**src/rtl/hazard_scoreboard_unit.sv**
```systemverilog
// hazard_scoreboard_unit: EX-stage forwarding, load-use stall, taken-branch flush
// and a per-register scoreboard for the variable-latency long-op (mul/div) unit.
// Optional feature macro: LONG_BYPASS_EN. When it is defined, a register whose long
// result lands this cycle no longer blocks D, and a full pending counter accepts a
// new long op in the same cycle that one completes.
module hazard_scoreboard_unit #(
    parameter int NREGS    = 32,
    parameter int AW       = 5,
    parameter int MAX_PEND = 4,
    parameter int CW       = $clog2(MAX_PEND + 1)
) (
    input  logic          clk,
    input  logic          rst,
    input  logic [AW-1:0] Rs1D,
    input  logic [AW-1:0] Rs2D,
    input  logic [AW-1:0] RdD,
    input  logic          UsesRs1D,
    input  logic          UsesRs2D,
    input  logic          RegWriteD,
    input  logic          LongOpD,
    input  logic [AW-1:0] Rs1E,
    input  logic [AW-1:0] Rs2E,
    input  logic [AW-1:0] RdE,
    input  logic          LoadE,
    input  logic          PCSrcE,
    input  logic          RegWriteM,
    input  logic [AW-1:0] RdM,
    input  logic          RegWriteW,
    input  logic [AW-1:0] RdW,
    input  logic          LongDone,
    input  logic [AW-1:0] LongRd,
    output logic [1:0]    ForwardAE,
    output logic [1:0]    ForwardBE,
    output logic          StallF,
    output logic          StallD,
    output logic          FlushD,
    output logic          FlushE,
    output logic          LongIssue,
    output logic [CW-1:0] PendCnt,
    output logic          SbErr
);

    // Hit vector spans the full address space so any AW-bit index is in range;
    // entries at or above NREGS never hit.
    localparam int            NA   = 1 << AW;
    localparam logic [CW-1:0] FULL = CW'(MAX_PEND);

    logic [NREGS-1:0] busy;
    logic [NREGS-1:0] set_v;
    logic [NREGS-1:0] clr_v;
    logic [NA-1:0]    hitv;
    logic             lw_stall;
    logic             full_stall;
    logic             sb_stall;
    logic             stall;
    logic             err_underflow;
    logic             err_not_busy;

    // Operand forwarding: M result has priority over W; x0 is never forwarded.
    always_comb begin
        ForwardAE = 2'b00;
        ForwardBE = 2'b00;
        if (RegWriteM && RdM != '0 && RdM == Rs1E)      ForwardAE = 2'b10;
        else if (RegWriteW && RdW != '0 && RdW == Rs1E) ForwardAE = 2'b01;
        if (RegWriteM && RdM != '0 && RdM == Rs2E)      ForwardBE = 2'b10;
        else if (RegWriteW && RdW != '0 && RdW == Rs2E) ForwardBE = 2'b01;
    end

    // Per-register scoreboard hit; with bypass, a completing result is not a hazard.
    always_comb begin
        hitv = '0;
        for (int r = 1; r < NREGS; r++) begin
            hitv[r] = busy[r];
`ifdef LONG_BYPASS_EN
            if (LongDone && LongRd == AW'(r)) hitv[r] = 1'b0;
`endif
        end
    end

    // Stall and flush generation; a taken branch kills D, so it also blocks issue.
    always_comb begin
        lw_stall = LoadE && RdE != '0 &&
                   ((UsesRs1D && RdE == Rs1D) || (UsesRs2D && RdE == Rs2D));
`ifdef LONG_BYPASS_EN
        full_stall = LongOpD && PendCnt == FULL && !LongDone;
`else
        full_stall = LongOpD && PendCnt == FULL;
`endif
        sb_stall = (UsesRs1D && hitv[Rs1D]) ||
                   (UsesRs2D && hitv[Rs2D]) ||
                   (RegWriteD && RdD != '0 && hitv[RdD]) ||
                   full_stall;
        stall     = lw_stall || sb_stall;
        StallF    = stall;
        StallD    = stall;
        FlushD    = PCSrcE;
        FlushE    = stall || PCSrcE;
        LongIssue = LongOpD && !StallD && !FlushE;
    end

    // Per-register set/clear requests and protocol error detection for this cycle.
    always_comb begin
        set_v = '0;
        clr_v = '0;
        for (int r = 1; r < NREGS; r++) begin
            set_v[r] = LongIssue && RdD == AW'(r);
            clr_v[r] = LongDone && LongRd == AW'(r);
        end
        err_underflow = LongDone && PendCnt == '0 && !LongIssue;
        err_not_busy  = LongDone && LongRd != '0 && !(|(busy & clr_v));
    end

    // Scoreboard state: set wins over clear, counter saturates at zero on underflow.
    always_ff @(posedge clk) begin
        if (rst) begin
            busy    <= '0;
            PendCnt <= '0;
            SbErr   <= 1'b0;
        end else begin
            busy <= ((busy & ~clr_v) | set_v) & ~NREGS'(1);
            if (LongIssue && !LongDone)
                PendCnt <= PendCnt + CW'(1);
            else if (!LongIssue && LongDone && PendCnt != '0)
                PendCnt <= PendCnt - CW'(1);
            if (err_underflow || err_not_busy)
                SbErr <= 1'b1;
        end
    end

endmodule

```
**config.mk**
```make
export PLATFORM = sky130hd
export DESIGN_NAME = hazard_scoreboard_unit
export DESIGN_NICKNAME = d
export VERILOG_FILES = /design/src/rtl/hazard_scoreboard_unit.sv
export SDC_FILE = /design/constraint.sdc
export NUM_CORES = 1
export LEC_CHECK = 0
export ABC_CLOCK_PERIOD_IN_PS = 3600
export BUFFER_PORTS_ARGS = -buffer_cell sky130_fd_sc_hd__buf_2
export CORE_MARGIN = 2
export CORE_UTILIZATION = 56
export CTS_CLUSTER_SIZE = 30
export DETAILED_ROUTE_END_ITERATION = 7
export PLACE_DENSITY = 0.81
export SLEW_MARGIN = 20
export SYNTH_ARGS = -nofsm -noshare
export SYNTH_HDL_FRONTEND = slang
export SYNTH_SLANG_ARGS = --single-unit
```
**constraint.sdc**
```tcl
create_clock -name clk -period 3.6 [get_ports clk]
set_clock_uncertainty 0.05 [all_clocks]
set_input_delay 0.18 -clock clk [delete_from_list [all_inputs] [get_ports clk]]
set_output_delay 0.18 -clock clk [all_outputs]
set_load 0.02 [all_outputs]
```
==> results of run 1 <==
[path summary, 6_finish.rpt]
path            start         end  slack (ns)  cells after the start
min          LongDone       SbErr        0.28                      3
max reg2reg  busy[21]  PendCnt[2]        0.55                     10
max          busy[21]  PendCnt[2]        0.55                     10
min reg2reg     SbErr       SbErr        0.42                      2
[cell type report]
cell class	instances	area (um^2)	share of cell area, %
Sequential cell	35	701	18.5
Clock buffer	6	82.6	2.19
Inverter	11	41.3	1.09
Clock inverter	2	38.8	1.03
Multi-Input combinational cell	323	2460	65.1
Tap cell	75	93.8	2.48
Timing Repair Buffer	71	363	9.60
[sequential cells by signal, indices dropped and copies added, names as in the netlist]
register / flops
busy: 31
PendCnt: 3
SbErr: 1
[layer usage]
metal  global-route usage, %  up-vias  wire [um]
li1                        -     1591          -
met2                    48.8      222       4510
met3                    6.81       40       1060
met5                       0        -          0
met4                    11.7        0        280
met1                    39.1     1625       4010
[kinds of logic after synthesis]
kind of cell | synth area share, %
compound gates | 19.5
mux | 20.5
xor+xnor | 8.02
fa+ha+maj | 0.591
flops | 20.7
simple gates | 23.9
buf+inv | 6.72
[through the flow]
step | setup slack (ns) | power (mW) | cell area, um^2 | hold WS, ns | utilization [%]
finish | 0.549 | 1.19 | 3780 | 0.277 | 64.2
floorplan | 0.372 | 0.707 | 3390 | 0.356 | -
global placement | 0.539 | 0.801 | 3660 | 0.401 | 62.1
detailed placement | 0.429 | 0.809 | 3660 | 0.413 | 62.1
global route | 0.425 | 1.25 | 3780 | 0.299 | 64.2
CTS | 0.523 | 1.19 | 3780 | 0.272 | 64.2
[worst reg2reg max path: stages, from the launching register on]
cell       delay (ns)
dfxtp_1          0.38
mux4_1           0.54
mux2_2           0.28
o22ai_1          0.16
a311oi_1         0.08
nand4bb_1        0.22
or2_1            0.24
fa_1             0.37
nor3b_1          0.21
mux2i_1          0.10
mux2_1           0.32
[synth_stat cells, types with 9 or more instances]
| cell | number |
|---|---|
| a21oi_1 | 17 |
| clkbuf_1 | 18 |
| dfxtp_1 | 35 |
| inv_1 | 9 |
| mux2i_1 | 17 |
| mux4_2 | 16 |
| nand2_1 | 17 |
| nand2b_1 | 11 |
| nand3_1 | 22 |
| nand4b_1 | 9 |
| nor2_1 | 31 |
| nor2b_1 | 12 |
| o21ai_0 | 36 |
| o31a_1 | 9 |
| or3_1 | 9 |
| xnor2_1 | 17 |
| xor2_1 | 14 |
[placed cells by master, fill, tap and decap left out, types with 14 or more instances in the layout]
| master | synthesis | layout |
|---|---|---|
| xnor2_1 | 17 | 17 |
| o21ai_0 | 36 | 36 |
| xor2_1 | 14 | 14 |
| buf_2 | 5 | 68 |
| nand2_1 | 17 | 17 |
| mux2i_1 | 17 | 17 |
| a21oi_1 | 17 | 17 |
| mux4_2 | 16 | 16 |
| nor2_1 | 31 | 31 |
| nand3_1 | 22 | 22 |
| dfxtp_1 | 35 | 35 |
[report_power, final]
| group | switching (mW) | total, mW | internal (mW) |
|---|---|---|---|
| registers | 0.0262 | 0.432 | 0.405 |
| logic | 0.211 | 0.371 | 0.160 |
| clock network | 0.160 | 0.388 | 0.228 |
==> flow_metrics.py, run 1 <==
metrics = {
    "status": {
        "status": "finished clean",
    },
    "critical_path": {
        "start_kind": "flip-flop",
        "cp-end-kind": "flip-flop",
        "critPathTopFamily": "multiplexers",
        "cp.arrival_ns": 3.19,
        "crit_chain": "mux4_1 -> mux2_2 -> o22ai_1 -> a311oi_1 -> nand4bb_1 -> or2_1 -> fa_1 -> nor3b_1 -> mux2i_1 -> mux2_1",
        "cp_max_fo": 5,
        "cp.required_ns": 3.74,
        "path_buf_inv": 0,
        "cpPeakStageDelay_ns": 0.54,
        "crit_type": "flip-flop to flip-flop",
        "crit_slowest_cell": "mux4_1",
    },
    "timing": {
        "drv_slew": 0,
        "final.setup.tns_ns": 0,
        "fin_crit_ns": 3.05,
        "fmax_mhz": 328,
        "tightest_slew_ns": 0.673,
        "period_share_pct": 84.7,
        "rsz0062_at_grt": "false",
        "hold_violations": 0,
        "maxSlewHeadroom_pct": 55.1,
        "setup_viol": 0,
    },
    "routing": {
        "drt_wl_total_um": 9860,
        "drc_errors": 0,
        "antenna_left": 0,
        "first_pass_iters": 5,
        "viasPerCell": 6.65,
        "routedWlPerCell_um": 18.9,
        "vias": 3478,
        "drt_iter0_drc": 404,
    },
    "clock_network": {
        "cts-root-buf": "clkbuf_8",
        "clk_pin_slew_ns": 0.08,
        "htree_levels": 2,
        "ctsResizeCount": 0,
        "clk_latency_ns": 0.30,
        "cts.sinks": 35,
        "postCtsHoldBufs": 0,
        "cts_buffer_depth": 2,
        "cts_buffers": 5,
        "post_cts.repair.setup_buffers": 0,
        "cts_tree": "done",
    },
    "yosys": {
        "synthCells": 403,
        "yosys_most_used_dff": "dfxtp_1",
        "synth_edf_count": 0,
        "ys_warn_count": 0,
        "avgSynthCellArea_um2": 8.40,
        "yosysTopAreaCellShare_pct": 20.7,
        "synth_nets": 460,
        "synth.largest_area_cell": "dfxtp_1",
        "postSynthRegisterBits": 35,
        "yosys-top-cells-area": "dfxtp_1, mux4_2, o21ai_0",
        "yosysSeqAreaShare_pct": 20.7,
        "async_flop_share_pct": 0,
        "synth_area_um2": 3390,
        "yosysUniqueCellTypes": 60,
    },
    "global_route": {
        "grt_pass1_wl_um": 15500,
        "grt_pass1_vias": 3162,
        "overflow": 0,
        "antenna_found_initial": 0,
        "grt_max_degree": 39,
        "grtUsageTotal_pct": 30.1,
    },
    "power_and_ir_drop": {
        "p_leak_nw": 1.39,
        "ir_worst_vdd_uv": 268,
        "power.density_nw_per_um2": 315,
    },
    "floorplanning": {
        "fp.dieH_um": 81.8,
        "die-area_um2": 6690,
        "ios": 69,
        "coreArea_um2": 5890,
        "start_util_pct": 57.5,
        "die_w_um": 81.8,
        "num_rows": 28,
    },
    "place": {
        "dp.cells": 515,
        "dp_hpwl_um": 7100,
        "routabilityCongestion": 0.962,
        "portBuffers": 68,
    },
    "finish": {
        "synthToLayoutAreaGrowth_pct": 11.6,
        "diodes": 0,
        "drive_above_1_share_pct": 24.3,
        "fill_cells": 518,
        "finalNetCount": 504,
        "instances_no_fill": 523,
    },
    "worst_hold_path": {
        "hold_class": "primary input to flip-flop",
    },
    "job": {
        "cap_violations": 0,
    },
}
No activity file was read; power rests on OpenSTA's default activity.
==> inputs of run 2 (changes only) <==
Settings changed: ABC_CLOCK_PERIOD_IN_PS 3600 to 2800, CORE_UTILIZATION 56 to 51, PLACE_DENSITY 0.81 to 0.78.
Clock period 3.6 ns to 2.8 ns, I/O delays scaled along.
==> flow_metrics.py, run 2 (synthesized netlist as in run 1, its figures left out) <==
metrics = {
    "floorplanning": {
        "fp.dieH_um": 85.5,
        "coreArea_um2": 6390,
        "die_w_um": 85.5,
        "ios": 69,
        "start_util_pct": 53.0,
        "num_rows": 29,
        "die-area_um2": 7310,
    },
    "global_route": {
        "grt_pass1_vias": 3589,
        "grt_pass1_wl_um": 17700,
        "antenna_found_initial": 0,
        "overflow": 0,
        "grtUsageTotal_pct": 30.5,
        "grt_max_degree": 39,
    },
    "finish": {
        "final_cell_mix": "buf_2, buf_4, o21ai_0, nor2_1, dfxtp_1",
        "final_common_cell": "buf_2",
        "top_register": "busy",
        "diodes": 0,
        "fill_cells": 564,
        "drive_above_1_share_pct": 33.9,
        "register_area_um2": 714,
        "largest_reg_flops": 31,
        "finalNetCount": 545,
        "synthToLayoutAreaGrowth_pct": 21.2,
        "largestRegisters": "busy x31, PendCnt x3, SbErr x1",
        "instances_no_fill": 566,
        "multi_input_area_um2": 2480,
    },
    "critical_path": {
        "cpPeakStageDelay_ns": 0.48,
        "start_kind": "flip-flop",
        "cp.required_ns": 2.93,
        "path_buf_inv": 0,
        "cp_max_fo": 5,
        "crit_chain": "mux4_2 -> nor2_1 -> o31ai_1 -> o211ai_2 -> nand4bb_1 -> or2_1 -> fa_2 -> nor2b_1 -> mux2i_1 -> mux2_1",
        "crit_type": "flip-flop to flip-flop",
        "r2r_slack_ns": -0.10,
        "cp-end-kind": "flip-flop",
        "critPathTopFamily": "multiplexers",
        "cp.arrival_ns": 3.03,
        "crit_slowest_cell": "mux4_2",
    },
    "job": {
        "cap_violations": 0,
    },
    "routing": {
        "routedWlPerCell_um": 19.5,
        "drc_errors": 0,
        "drt_wl_total_um": 11000,
        "viasPerCell": 6.60,
        "antenna_left": 0,
        "first_pass_iters": 5,
        "drt_iter0_drc": 387,
        "vias": 3737,
    },
    "worst_hold_path": {
        "hold_class": "primary input to flip-flop",
    },
    "clock_network": {
        "cts-root-buf": "clkbuf_8",
        "clk_pin_slew_ns": 0.09,
        "cts_tree": "done",
        "clk_latency_ns": 0.30,
        "cts_buffers": 5,
        "postCtsHoldBufs": 0,
        "cts_buffer_depth": 2,
        "htree_levels": 2,
        "cts.sinks": 35,
    },
    "power_and_ir_drop": {
        "p_leak_nw": 1.58,
        "ir_worst_vdd_uv": 350,
        "power.density_nw_per_um2": 371,
    },
    "place": {
        "routabilityCongestion": 0.957,
        "portBuffers": 68,
        "dp.cells": 557,
        "dp_hpwl_um": 8190,
        "dp_slack_ns": -0.236,
    },
    "status": {
        "status": "complete, but fails checks",
        "violations": "setup timing",
    },
    "timing": {
        "fmax_mhz": 345,
        "maxSlewHeadroom_pct": 53.0,
        "setup_viol": 1,
        "period_share_pct": 104,
        "worst_slack_ns": -0.101,
        "tightest_slew_ns": 0.706,
        "final.setup.tns_ns": -0.101,
        "drv_slew": 0,
        "rsz0062_at_grt": "true",
        "fin_crit_ns": 2.90,
        "hold_violations": 0,
    },
}
run 2: cell types whose count changed in the layout (fill, tap and decap cells not counted), sizes merged:
cell | before | now
clkinv | 1 | 2
clkinvlp | 0 | 1
inv | 11 | 10
buf | 71 | 112
bufinv | 1 | 0
run 2: stage by stage:
step                      utilization, %  cell area, um^2  hold WS (ns)  total power [mW]
after floorplan                        -             3390         0.316             0.913
after global placement              61.9             3960         0.402              1.08
after detailed placement            61.9             3960         0.422              1.09
after CTS                           64.0             4090         0.203              1.51
after global routing                64.3             4100         0.213              1.60
final                               64.3             4100         0.207              1.52
run 2: path summary, 6_finish.rpt:
kind	start	endpoint	cells after the start
min reg2reg	SbErr	SbErr	2
max	busy[11]	PendCnt[2]	10
min	RdD[3]	busy[10]	4
max reg2reg	busy[11]	PendCnt[2]	10
run 2: cell type report:
cell class	instances	share of cell area [%]
timing repair buffer	112	16.3
clock inverter	2	0.396
sequential	35	17.4
tap	77	2.35
inverter	11	1.01
clock buffer	6	2.01
multi-input combinational	323	60.5
run 2: layer usage:
metal	vias up	GRT usage, %	routed length, um
met5	-	0	0
met4	0	13.7	339
met3	36	5.39	1170
met2	252	48.5	5160
met1	1771	40.6	4360
li1	1678	-	-
run 2: worst min-delay path, cell delays in order:
cell	delay (ns)
buf_2	0.17
nand3_1	0.08
o21a_1	0.10
nor2_1	0.03
run 2: where the power goes:
| group | switching (mW) | internal [mW] |
|---|---|---|
| logic | 0.314 | 0.249 |
| clock network | 0.213 | 0.201 |
| registers | 0.0254 | 0.520 |
| total | 0.552 | 0.971 |
run 2: repair_timing:
item                                    in CTS  in global routing
setup buffers                                0                  1
pin swaps                                    1                  3
gates resized for setup                     12                  3
endpoints found under the setup margin       2                  2
==> inputs of run 3 (changes only) <==
Settings changed: ABC_CLOCK_PERIOD_IN_PS 2800 to 3400, CORE_UTILIZATION 51 to 60, PLACE_DENSITY 0.78 to 0.86, SKIP_LAST_GASP set to 1.
Clock period 2.8 ns to 3.4 ns, I/O delays scaled along.
==> flow_metrics.py, run 3 (synthesized netlist as in run 1, its figures left out) <==
metrics = {
    "place": {
        "place_area_um2": 3670,
        "dp_hpwl_um": 7270,
        "portBuffers": 68,
        "routabilityCongestion": 1.04,
    },
    "finish": {
        "finalNetCount": 506,
        "synthToLayoutAreaGrowth_pct": 11.2,
        "largest_reg_flops": 31,
        "multi_input_area_um2": 2460,
        "final_cell_area_um2": 3770,
        "diodes": 0,
        "drive_above_1_share_pct": 24.7,
        "final_cell_mix": "buf_2, o21ai_0, dfxtp_1, nor2_1, nand3_1",
        "register_area_um2": 701,
        "final_common_cell": "buf_2",
        "fill_cells": 457,
        "largestRegisters": "busy x31, PendCnt x3, SbErr x1",
        "top_register": "busy",
        "fin_util_pct": 68.8,
    },
    "clock_network": {
        "post_cts.repair.setup_buffers": 0,
        "postCtsHoldBufs": 0,
        "cts_buffer_depth": 2,
        "clk_latency_ns": 0.30,
        "cts_tree": "done",
        "clk_pin_slew_ns": 0.08,
        "ctsResizeCount": 0,
        "cts-root-buf": "clkbuf_8",
        "cts.sinks": 35,
        "cts_buffers": 5,
        "htree_levels": 2,
    },
    "critical_path": {
        "crit_type": "flip-flop to flip-flop",
        "cp-end-kind": "flip-flop",
        "start_kind": "flip-flop",
        "crit_path_start": "busy[18]",
        "cp.arrival_ns": 3.19,
        "r2r-start": "busy[18]",
        "r2r_slack_ns": 0.34,
        "cp.required_ns": 3.53,
        "cp_max_fo": 5,
    },
    "routing": {
        "vias": 3545,
        "routedWlPerCell_um": 19.3,
        "drt_iter0_drc": 397,
        "first_pass_iters": 7,
        "viasPerCell": 6.79,
        "antenna_left": 0,
        "drc_errors": 0,
        "drt_wl_total_um": 10100,
    },
    "worst_hold_path": {
        "worstHoldStart": "RdD[4]",
        "hold_class": "primary input to flip-flop",
    },
    "power_and_ir_drop": {
        "ir_worst_vdd_uv": 257,
        "p_leak_nw": 1.38,
        "power.density_nw_per_um2": 316,
    },
    "global_route": {
        "grt_max_degree": 39,
        "grt_pass1_vias": 3286,
        "grt_pass1_wl_um": 16000,
        "antenna_found_initial": 0,
        "overflow": 0,
        "grtUsageTotal_pct": 32.3,
    },
    "timing": {
        "hold_violations": 0,
        "drv_slew": 0,
        "worst_hold_slack_ns": 0.288,
        "tightest_slew_ns": 0.655,
        "maxSlewHeadroom_pct": 56.3,
        "final.setup.tns_ns": 0,
        "fin_crit_ns": 3.06,
        "rsz0062_at_grt": "false",
        "setup_viol": 0,
        "period_share_pct": 89.9,
        "fmax_mhz": 327,
    },
    "floorplanning": {
        "coreArea_um2": 5470,
        "start_util_pct": 61.9,
        "die-area_um2": 6260,
        "num_rows": 27,
        "die_w_um": 79.1,
        "ios": 69,
        "fp.dieH_um": 79.1,
    },
    "job": {
        "cap_violations": 0,
    },
    "status": {
        "status": "finished clean",
    },
}
run 3: cell count changes in the layout (fill, tap and decap cells not counted), sizes merged:
cell | previous run | this run
buf | 112 | 73
run 3: critical path, cell delays in order (launching register included):
cell	delay (ns)
dfxtp_1	0.38
mux4_1	0.52
mux2_2	0.28
o22ai_1	0.15
a311oi_1	0.08
nand4bb_1	0.23
or2_1	0.24
fa_1	0.37
nor2b_1	0.14
mux2i_1	0.15
mux2_1	0.34
run 3: power breakdown:
group / switching (mW) / internal, mW
Clock: 0.168 / 0.165
Combinational: 0.229 / 0.171
Sequential: 0.0276 / 0.429
Total: 0.425 / 0.766
run 3: path summary, 6_finish.rpt:
path,depth (start not counted),endpoint
worst max-delay path,10,PendCnt[2]
worst min-delay path,4,busy[2]
worst max register to register,10,PendCnt[2]
worst min register to register,2,SbErr
run 3: final cells by class:
class | count | share of cell area (%)
multi-input cells | 323 | 65.3
flip-flops and latches | 35 | 18.6
repair buffers | 73 | 10.0
well taps | 72 | 2.39
clock buffers | 6 | 2.19
inverters | 11 | 1.10
clock inverters | 2 | 0.432
run 3: metal layers:
layer  wire [um]  vias up  global-route usage (%)  share of wire, %
met5           0        -                       0                 0
met4         176        0                    11.6               1.7
met3        1230       28                    5.11                12
met2        4780      273                    53.9                47
li1            -     1602                       -                 -
met1        3910     1642                    42.5                39
run 3: per-stage QoR:
| stage | power, mW | instances | worst slack, ns |
|---|---|---|---|
| 4_1_cts | 1.19 | 522 | 0.353 |
| 6_report | 1.19 | 522 | 0.345 |
| 2_1_floorplan | 0.749 | 403 | 0.172 |
| 5_1_grt | 1.24 | 522 | 0.178 |
| 3_3_place_gp | 0.848 | 514 | 0.392 |
| 3_5_place_dp | 0.860 | 514 | 0.276 |
